### src/rtl/jt1943_obj_pkg.sv
// Shared definitions for the 1943 object-bus arbiter.
// Contents: arbiter state encoding, default BA wait limit, state decode helpers.
package jt1943_obj_pkg;

    // Default BA wait limit in cen6 ticks
    localparam int unsigned TOUT_DEF = 255;

    typedef enum logic [1:0] {
        ST_IDLE    = 2'd0,
        ST_HALT    = 2'd1,
        ST_GRANT   = 2'd2,
        ST_RELEASE = 2'd3
    } arb_state_t;

    // CPU is held off in every state except IDLE
    function automatic logic st_halts(arb_state_t s);
        return s != ST_IDLE;
    endfunction

    function automatic logic st_grants(arb_state_t s);
        return s == ST_GRANT;
    endfunction

endpackage

### src/rtl/jt1943_okstretch.sv
// OKOUT stretcher: a one-clk cpu write pulse becomes a level that lasts until
// the first cen6 tick after it was set. A set on the clearing tick wins.
// Ports: clk, rst_n (async, active-low), cen6 (clock enable),
//        set (one-clk pulse), okout (registered strobe).
module jt1943_okstretch (
    input  logic clk,
    input  logic rst_n,
    input  logic cen6,
    input  logic set,
    output logic okout
);

    // Set has priority over the cen6 clear
    always_ff @(posedge clk or negedge rst_n) begin
        if (!rst_n)    okout <= 1'b0;
        else if (set)  okout <= 1'b1;
        else if (cen6) okout <= 1'b0;
    end

endmodule

### src/rtl/jt1943_busarb.sv
// Object-bus arbiter between the main CPU and the sprite DMA for the shared RAM.
// Ports: clk, rst_n (async, active-low), cen6 (6 MHz enable);
//        DMA side: bus_req, bus_ack, blen, AB, DB, OKOUT;
//        CPU side: cpu_AB, cpu_dout, cpu_wr, cpu_ok, cpu_ba, cpu_halt;
//        RAM side: ram_addr, ram_din, ram_we, ram_dout; arb_err (sticky timeout).
// Optional feature: define BUSARB_TIMEOUT_EN to abandon a HALT that never sees
// cpu_ba within TOUT cen6 ticks; otherwise HALT waits forever and arb_err is 0.
module jt1943_busarb
    import jt1943_obj_pkg::*;
#(
    parameter int unsigned AW   = 13,
    parameter int unsigned TOUT = TOUT_DEF
) (
    input  logic          clk,
    input  logic          rst_n,
    input  logic          cen6,
    input  logic          bus_req,
    output logic          bus_ack,
    input  logic          blen,
    input  logic [AW-1:0] AB,
    output logic [7:0]    DB,
    output logic          OKOUT,
    input  logic [AW-1:0] cpu_AB,
    input  logic [7:0]    cpu_dout,
    input  logic          cpu_wr,
    input  logic          cpu_ok,
    input  logic          cpu_ba,
    output logic          cpu_halt,
    output logic [AW-1:0] ram_addr,
    output logic [7:0]    ram_din,
    output logic          ram_we,
    input  logic [7:0]    ram_dout,
    output logic          arb_err
);

    arb_state_t    state, state_nxt;
    logic          halt_nxt, ack_nxt;
    logic          timeout_c;
    logic          lock_c;
    logic [AW-1:0] addr_hold;

`ifdef BUSARB_TIMEOUT_EN
    localparam int unsigned CW = (TOUT > 1) ? $clog2(TOUT) : 1;

    logic [CW-1:0] to_cnt;
    logic          lock;
    logic          err;

    // Fires on the TOUT-th cen6 tick spent in HALT without BA
    assign timeout_c = cen6 && (state == ST_HALT) && bus_req && !cpu_ba
                       && (to_cnt == CW'(TOUT - 1));
    assign lock_c    = lock;
    assign arb_err   = err;

    // HALT tick counter, restarts whenever HALT is left or entered
    always_ff @(posedge clk or negedge rst_n) begin
        if (!rst_n) begin
            to_cnt <= '0;
        end else if (cen6) begin
            if (state == ST_HALT && state_nxt == ST_HALT) to_cnt <= to_cnt + CW'(1);
            else                                          to_cnt <= '0;
        end
    end

    // After a timeout, block new requests until the DMA drops bus_req
    always_ff @(posedge clk or negedge rst_n) begin
        if (!rst_n) begin
            lock <= 1'b0;
            err  <= 1'b0;
        end else begin
            if (timeout_c) begin
                lock <= 1'b1;
                err  <= 1'b1;
            end else if (cen6 && state == ST_IDLE && !bus_req) begin
                lock <= 1'b0;
            end
        end
    end
`else
    logic unused_tout;

    assign timeout_c   = 1'b0;
    assign lock_c      = 1'b0;
    assign arb_err     = 1'b0;
    assign unused_tout = (TOUT == 0);
`endif

    // State register
    always_ff @(posedge clk or negedge rst_n) begin
        if (!rst_n) state <= ST_IDLE;
        else        state <= state_nxt;
    end

    // Next-state logic, advancing only on cen6
    always_comb begin
        state_nxt = state;
        if (cen6) begin
            case (state)
                ST_IDLE:    if (bus_req && !lock_c) state_nxt = ST_HALT;
                ST_HALT: begin
                    if (!bus_req)      state_nxt = ST_IDLE;
                    else if (cpu_ba)   state_nxt = ST_GRANT;
                    else if (timeout_c) state_nxt = ST_IDLE;
                end
                ST_GRANT:   if (!bus_req) state_nxt = ST_RELEASE;
                ST_RELEASE: state_nxt = ST_IDLE;
                default:    state_nxt = ST_IDLE;
            endcase
        end
    end

    // Output decode from the next state so outputs change on the same tick
    always_comb begin
        halt_nxt = 1'b0;
        ack_nxt  = 1'b0;
        halt_nxt = st_halts(state_nxt);
        ack_nxt  = st_grants(state_nxt);
    end

    // Registered handshake outputs
    always_ff @(posedge clk or negedge rst_n) begin
        if (!rst_n) begin
            cpu_halt <= 1'b0;
            bus_ack  <= 1'b0;
        end else begin
            cpu_halt <= halt_nxt;
            bus_ack  <= ack_nxt;
        end
    end

    // Last address presented to the RAM, reused while DMA has blen low
    always_ff @(posedge clk or negedge rst_n) begin
        if (!rst_n) addr_hold <= '0;
        else        addr_hold <= ram_addr;
    end

    // RAM port mux; CPU writes are dropped while DMA owns the bus
    always_comb begin
        ram_addr = cpu_AB;
        ram_din  = cpu_dout;
        ram_we   = cpu_wr && rst_n;
        if (state == ST_GRANT) begin
            ram_addr = blen ? AB : addr_hold;
            ram_we   = 1'b0;
        end
    end

    assign DB = ram_dout;

    jt1943_okstretch u_okstretch (
        .clk   (clk),
        .rst_n (rst_n),
        .cen6  (cen6),
        .set   (cpu_ok),
        .okout (OKOUT)
    );

endmodule
### config.mk
export PLATFORM = sky130hd
export DESIGN_NAME = jt1943_busarb
export DESIGN_NICKNAME = d
export VERILOG_FILES = /design/src/rtl/jt1943_obj_pkg.sv /design/src/rtl/jt1943_okstretch.sv /design/src/rtl/jt1943_busarb.sv
export SDC_FILE = /design/constraint.sdc
export NUM_CORES = 1
export LEC_CHECK = 0
export BUFFER_PORTS_ARGS = -buffer_cell sky130_fd_sc_hd__buf_4
export CAP_MARGIN = 10
export CORE_ASPECT_RATIO = 1.5
export CORE_MARGIN = 5
export CORE_UTILIZATION = 39
export CTS_BUF_LIST = sky130_fd_sc_hd__clkbuf_4 sky130_fd_sc_hd__clkbuf_8
export DETAILED_ROUTE_END_ITERATION = 10
export PLACE_DENSITY = 0.81
export SLEW_MARGIN = 20
export SYNTH_ARGS = -nofsm -noshare
export SYNTH_HDL_FRONTEND = slang
export SYNTH_SLANG_ARGS = --single-unit
### constraint.sdc
create_clock -name clk -period 1.25 [get_ports clk]
set_input_delay 0.25 -clock clk [delete_from_list [all_inputs] [get_ports clk]]
set_output_delay 0.25 -clock clk [all_outputs]
set_load 0.05 [all_outputs]
; Word-level counts from Yosys, hierarchy flattened
; Cells that the tools add are included.
[totals]
ff_bits = 18
latchBits = 0
mem_bits_rw = 0
rom_bits = 0
input_bits = 50
out_inout_bits = 34
word_cells = 24
n_memories = 0
[classes]
addsub = 0
mul = 0
n_div = 0
n_lt_le_gt_ge = 0
eq_ne = 4
shift = 0
mux = 11
n_bitwise = 0
n_reduce_logical = 4
[ops]
columns = op, count
row1 = 2-to-1 mux 13 bit, 2
row2 = 2-to-1 mux 2 bit, 5
row3 = case mux 2 bit (4 select lines), 1
row4 = == test 2 bit (second input constant), 3
row5 = nonzero test 2 bit, 2
row6 = 2-to-1 mux 1 bit, 3
row7 = == test 2 x 1 -> 1 bit (second input constant), 1
row8 = zero test 2 bit, 1
row9 = logical AND 1 bit, 1

; Logic depth before layout (Yosys ltp)
[depth]
ltp_word = 5
depth_mapped = 4
depth_no_buf = 3

; By module
; From an unflattened synthesis, not the netlist that was laid out.
[unflattened]
cells_unflattened = 99
area_unflattened_um2 = 1022.2
[modules_own_cells]
columns = mod, n_inst, cells_per_inst, area_per_inst_um2, seq_area_each_um2
row1 = jt1943_busarb, 1, 96, 985.9, 425.4
row2 = jt1943_okstretch, 1, 3, 36.3, 25.0

; Least setup slack after synthesis
; OpenSTA, ideal clock, no wires.
[synth_timing]
path_kind = register to output
startpoint = register state[0]
endpoint = output ram_addr[0]
arrival_time_ns = 1.832
t_required_ns = 1.000
path_slack_ns = -0.832
path_stages_with_launch = 4
n_path_buf = 1
path_cell_list = dfrtp_1 > nand2b_4 > buf_6 > o21ai_0
[synth_via]
elab_chain_cells = 2
[synth_lines]
columns = item, line_no
row1 = start: declaration, jt1943_busarb.sv:36  ; arb_state_t state, state_nxt;
row2 = start signal: assignment, jt1943_busarb.sv:91  ; else state <= state_nxt;
row3 = == test 2 bit, jt1943_busarb.sv:142  ; if (state == ST_GRANT) begin
row4 = 2-to-1 mux 13 bit, jt1943_busarb.sv:142
row5 = end: declaration, jt1943_busarb.sv:29  ; output logic [AW-1:0] ram_addr,
; No other way between the ends.

; Final worst setup path
[layout_timing]
startpoint = register state[0]
endpoint = output ram_addr[7]
; The elaborated chain is that of the path after synthesis.

==> results.cfg <==
[sta]
slew_viol_final = 0
period_share_pct = 127.8
fmax_ghz = 0.6258
rsz0062_at_grt = yes
setup_viol = 14
whs_ps = 133.1
fin_crit_ps = 1598
final_hold_viol_count = 0
fin_ws_ps = -347.9
clock_skew_ps = 2.949

[floorplanning]
row_count = 22
core_area_mm2 = 0.002450
die_w_um = 51.24
die_h_um = 71.86
dieArea_mm2 = 0.003681
ioPinCount = 84
start_util_pct = 40.60

[final_layout]
fin_nets = 196
fin_util_pct = 67.21
n_fill_cell = 171
final_cell_area_mm2 = 0.001647
register_area_um2 = 450.4
multiInputGateArea_um2 = 555.5
n_antenna_cell = 0
drive_above_1_share_pct = 65.97
stdcell_count = 168
area_growth_pct = 65.53

[clock_tree]
numCtsBuffers = 3
cts_max_path_buffers = 2
clkLatencyLatePin_ps = 290
cts_tree = built
cts_root_buffer = clkbuf_4
htree_levels = 1
path_clk_slew_ps = 100
cts_sinks = 18

[synthesis]
synth_top_family_by_area = buffers and inverters
syn-num-nets = 149
ys_warn_count = 0
synth_compound_area_share_pct = 11.45
synthSimpleGateAreaFrac_pct = 11.70
synth_cell_type_count = 20
ys_seq_elements = 18
yosys.area_share.xor_xnor_pct = 0
synthesis.instances = 99
synth.mux.area_fraction_pct = 13.08
synth_fa_ha_area_share_pct = 0
synth_area_um2 = 994.7
syn_avg_cell_area_um2 = 10.05
ys_seq_area_share_pct = 45.28

[detailed_routing]
ant_nets = 0
wirelength_um = 2675
drc = 0
drt-initial-drc-count = 10
viasPerCell = 5.054
dr_total_vias = 849
wl_per_cell_um = 15.92
drt_pass1_iterations = 2

[hold_path]
hp-class = in2reg
hold_start = cpu_ok

[worst_setup_path]
cp_slowest_cell = dfrtp_1
worst_ep_arrival_time_ps = 1350
end_kind = output pin
critPathMaxStageDelay_ps = 390
rr_startpoint = state[0]
cp.required_ps = 1000
cpLargestDelayFamily = flip-flops
path_buf_inv = 2
crit_start = state[0]
path_max_fanout = 11
worst-setup-path-type = reg2out
worstPathCellList = nand2b_4, buf_12, o21ai_4, buf_8
start_kind = flip-flop

[global_route]
overflow = 0
grt_antenna_before_repair = 0
grt_pass1_vias = 933
grtUsageTotal_pct = 15.57
grt_max_degree = 19
grt_pass1_wl_um = 4305

[placed_design]
place.gp.congestion = 0.7221
placed_cell_area_mm2 = 0.001495
dpl.hpwl_um = 2111
portBuffers = 50
dp_cells = 162
post-place-ws_ps = -117.9

[pwr]
pwr_density_cell_mw_per_mm2 = 2286
ir_drop_uv = 1279
p_leak_nw = 0.8043

[run]
cap_violations = 0

[run_status]
violations = setup timing
status = complete, but fails checks
## synthesized netlist by cell type
| master | number | area (um^2) |
|---|---|---|
| inv_1 | 1 | 3.750 |
| and2b_1 | 1 | 7.510 |
| nand2b_4 | 1 | 13.76 |
| nand3_1 | 2 | 10.01 |
| conb_1 | 1 | 3.750 |
| o2bb2ai_1 | 1 | 8.760 |
| mux2i_1 | 13 | 130.1 |
| nand2_1 | 15 | 56.30 |
| a21o_1 | 1 | 7.510 |
| dfrtp_1 | 18 | 450.4 |
| buf_4 | 20 | 150.1 |
| a22o_1 | 1 | 8.760 |
| nor2_1 | 1 | 3.750 |
| nor2b_1 | 3 | 18.77 |
| buf_8 | 1 | 15.01 |
| buf_6 | 1 | 11.26 |
| and3_1 | 1 | 6.260 |
| o311ai_1 | 1 | 8.760 |
| o21ai_0 | 8 | 40.04 |
| o21ai_1 | 8 | 40.04 |
## metal layers
layer  GRT usage, %  part of all wire [%]
met5              0                     0
met4          9.329                   2.8
met3          2.703                   6.6
met2          28.55                    57
met1          15.97                    33
## flip-flops by register name, summed over array words and instances, names as in the netlist
name,cells
bus_ack,1
state,2
cpu_halt,1
addr_hold,13
u_okstretch.okout,1
## path summary, 6_finish.rpt
path                                     endpoint  slack, ps  depth (start not counted)
worst max register to register       addr_hold[3]          0                          6
worst min register to register  u_okstretch.okout        500                          1
min in group asynchronous           addr_hold[12]        450                          3
max in group asynchronous            addr_hold[9]        610                          3
worst min-delay path            u_okstretch.okout        130                          2
worst max-delay path                  ram_addr[7]       -350                          4
## layout make-up
class / instances / share of cell area [%]
Sequential cell: 18 / 27.36
Clock buffer: 3 / 1.368
Multi-Input combinational cell: 58 / 33.74
Inverter: 1 / 0.2280
Tap cell: 24 / 1.824
Timing Repair Buffer: 64 / 35.49
## per-stage QoR
stage          TNS [ps]  power [W]
6_report          -4701   0.003764
3_3_place_gp      -1001   0.003166
5_1_grt           -5528   0.003952
2_1_floorplan    -758.0   0.002629
4_1_cts           -5034   0.003740
3_5_place_dp      -1370   0.003234
## power by group
group	switching, W	internal (W)	total, W
clock	0.000166	0.000112	0.000278
combinational	0.00153	0.00109	0.00262
sequential	0.0000733	0.000795	0.000869
total	0.00177	0.00199	0.00376
## kinds of logic (layout without fill, tap and decap cells)
logic type             after synthesis  count (layout)
flip-flops                          18              18
AO/OA/AOI/OAI                       20              20
AND/OR/NAND/NOR                     24              24
other                                1               1
multiplexers                        13              13
buffers and inverters               23              68
## cells in the final DEF (no fill, tap or decap)
master | Yosys | routed
and2b_1 | 1 | 1
o2bb2ai_1 | 1 | 1
buf_8 | 1 | 3
nor2b_1 | 3 | 3
mux2i_1 | 13 | 13
nand2b_4 | 1 | 1
conb_1 | 1 | 1
dlygate4sd3_1 | 0 | 1
o311ai_2 | 0 | 1
nand2_1 | 15 | 2
clkbuf_4 | 0 | 3
buf_4 | 20 | 46
nand2_2 | 0 | 13
nand3_1 | 2 | 2
nor2_1 | 1 | 1
a21o_1 | 1 | 1
o21ai_4 | 0 | 13
o21ai_1 | 8 | 3
a22o_1 | 1 | 1
dfrtp_1 | 18 | 18
and3_4 | 0 | 1
inv_1 | 1 | 1
buf_12 | 0 | 3
buf_6 | 1 | 11
## what timing repair did
item | CTS | global route
endpoints found under the setup margin | 14 | 15
hold buffers | 1 | 0
buffers inserted | 1 | 1
gates resized for setup | 26 | 5
hold endpoints to repair | 18 | 0
cloned | 0 | 0
Note: power is estimated with default switching activity, not from simulation.
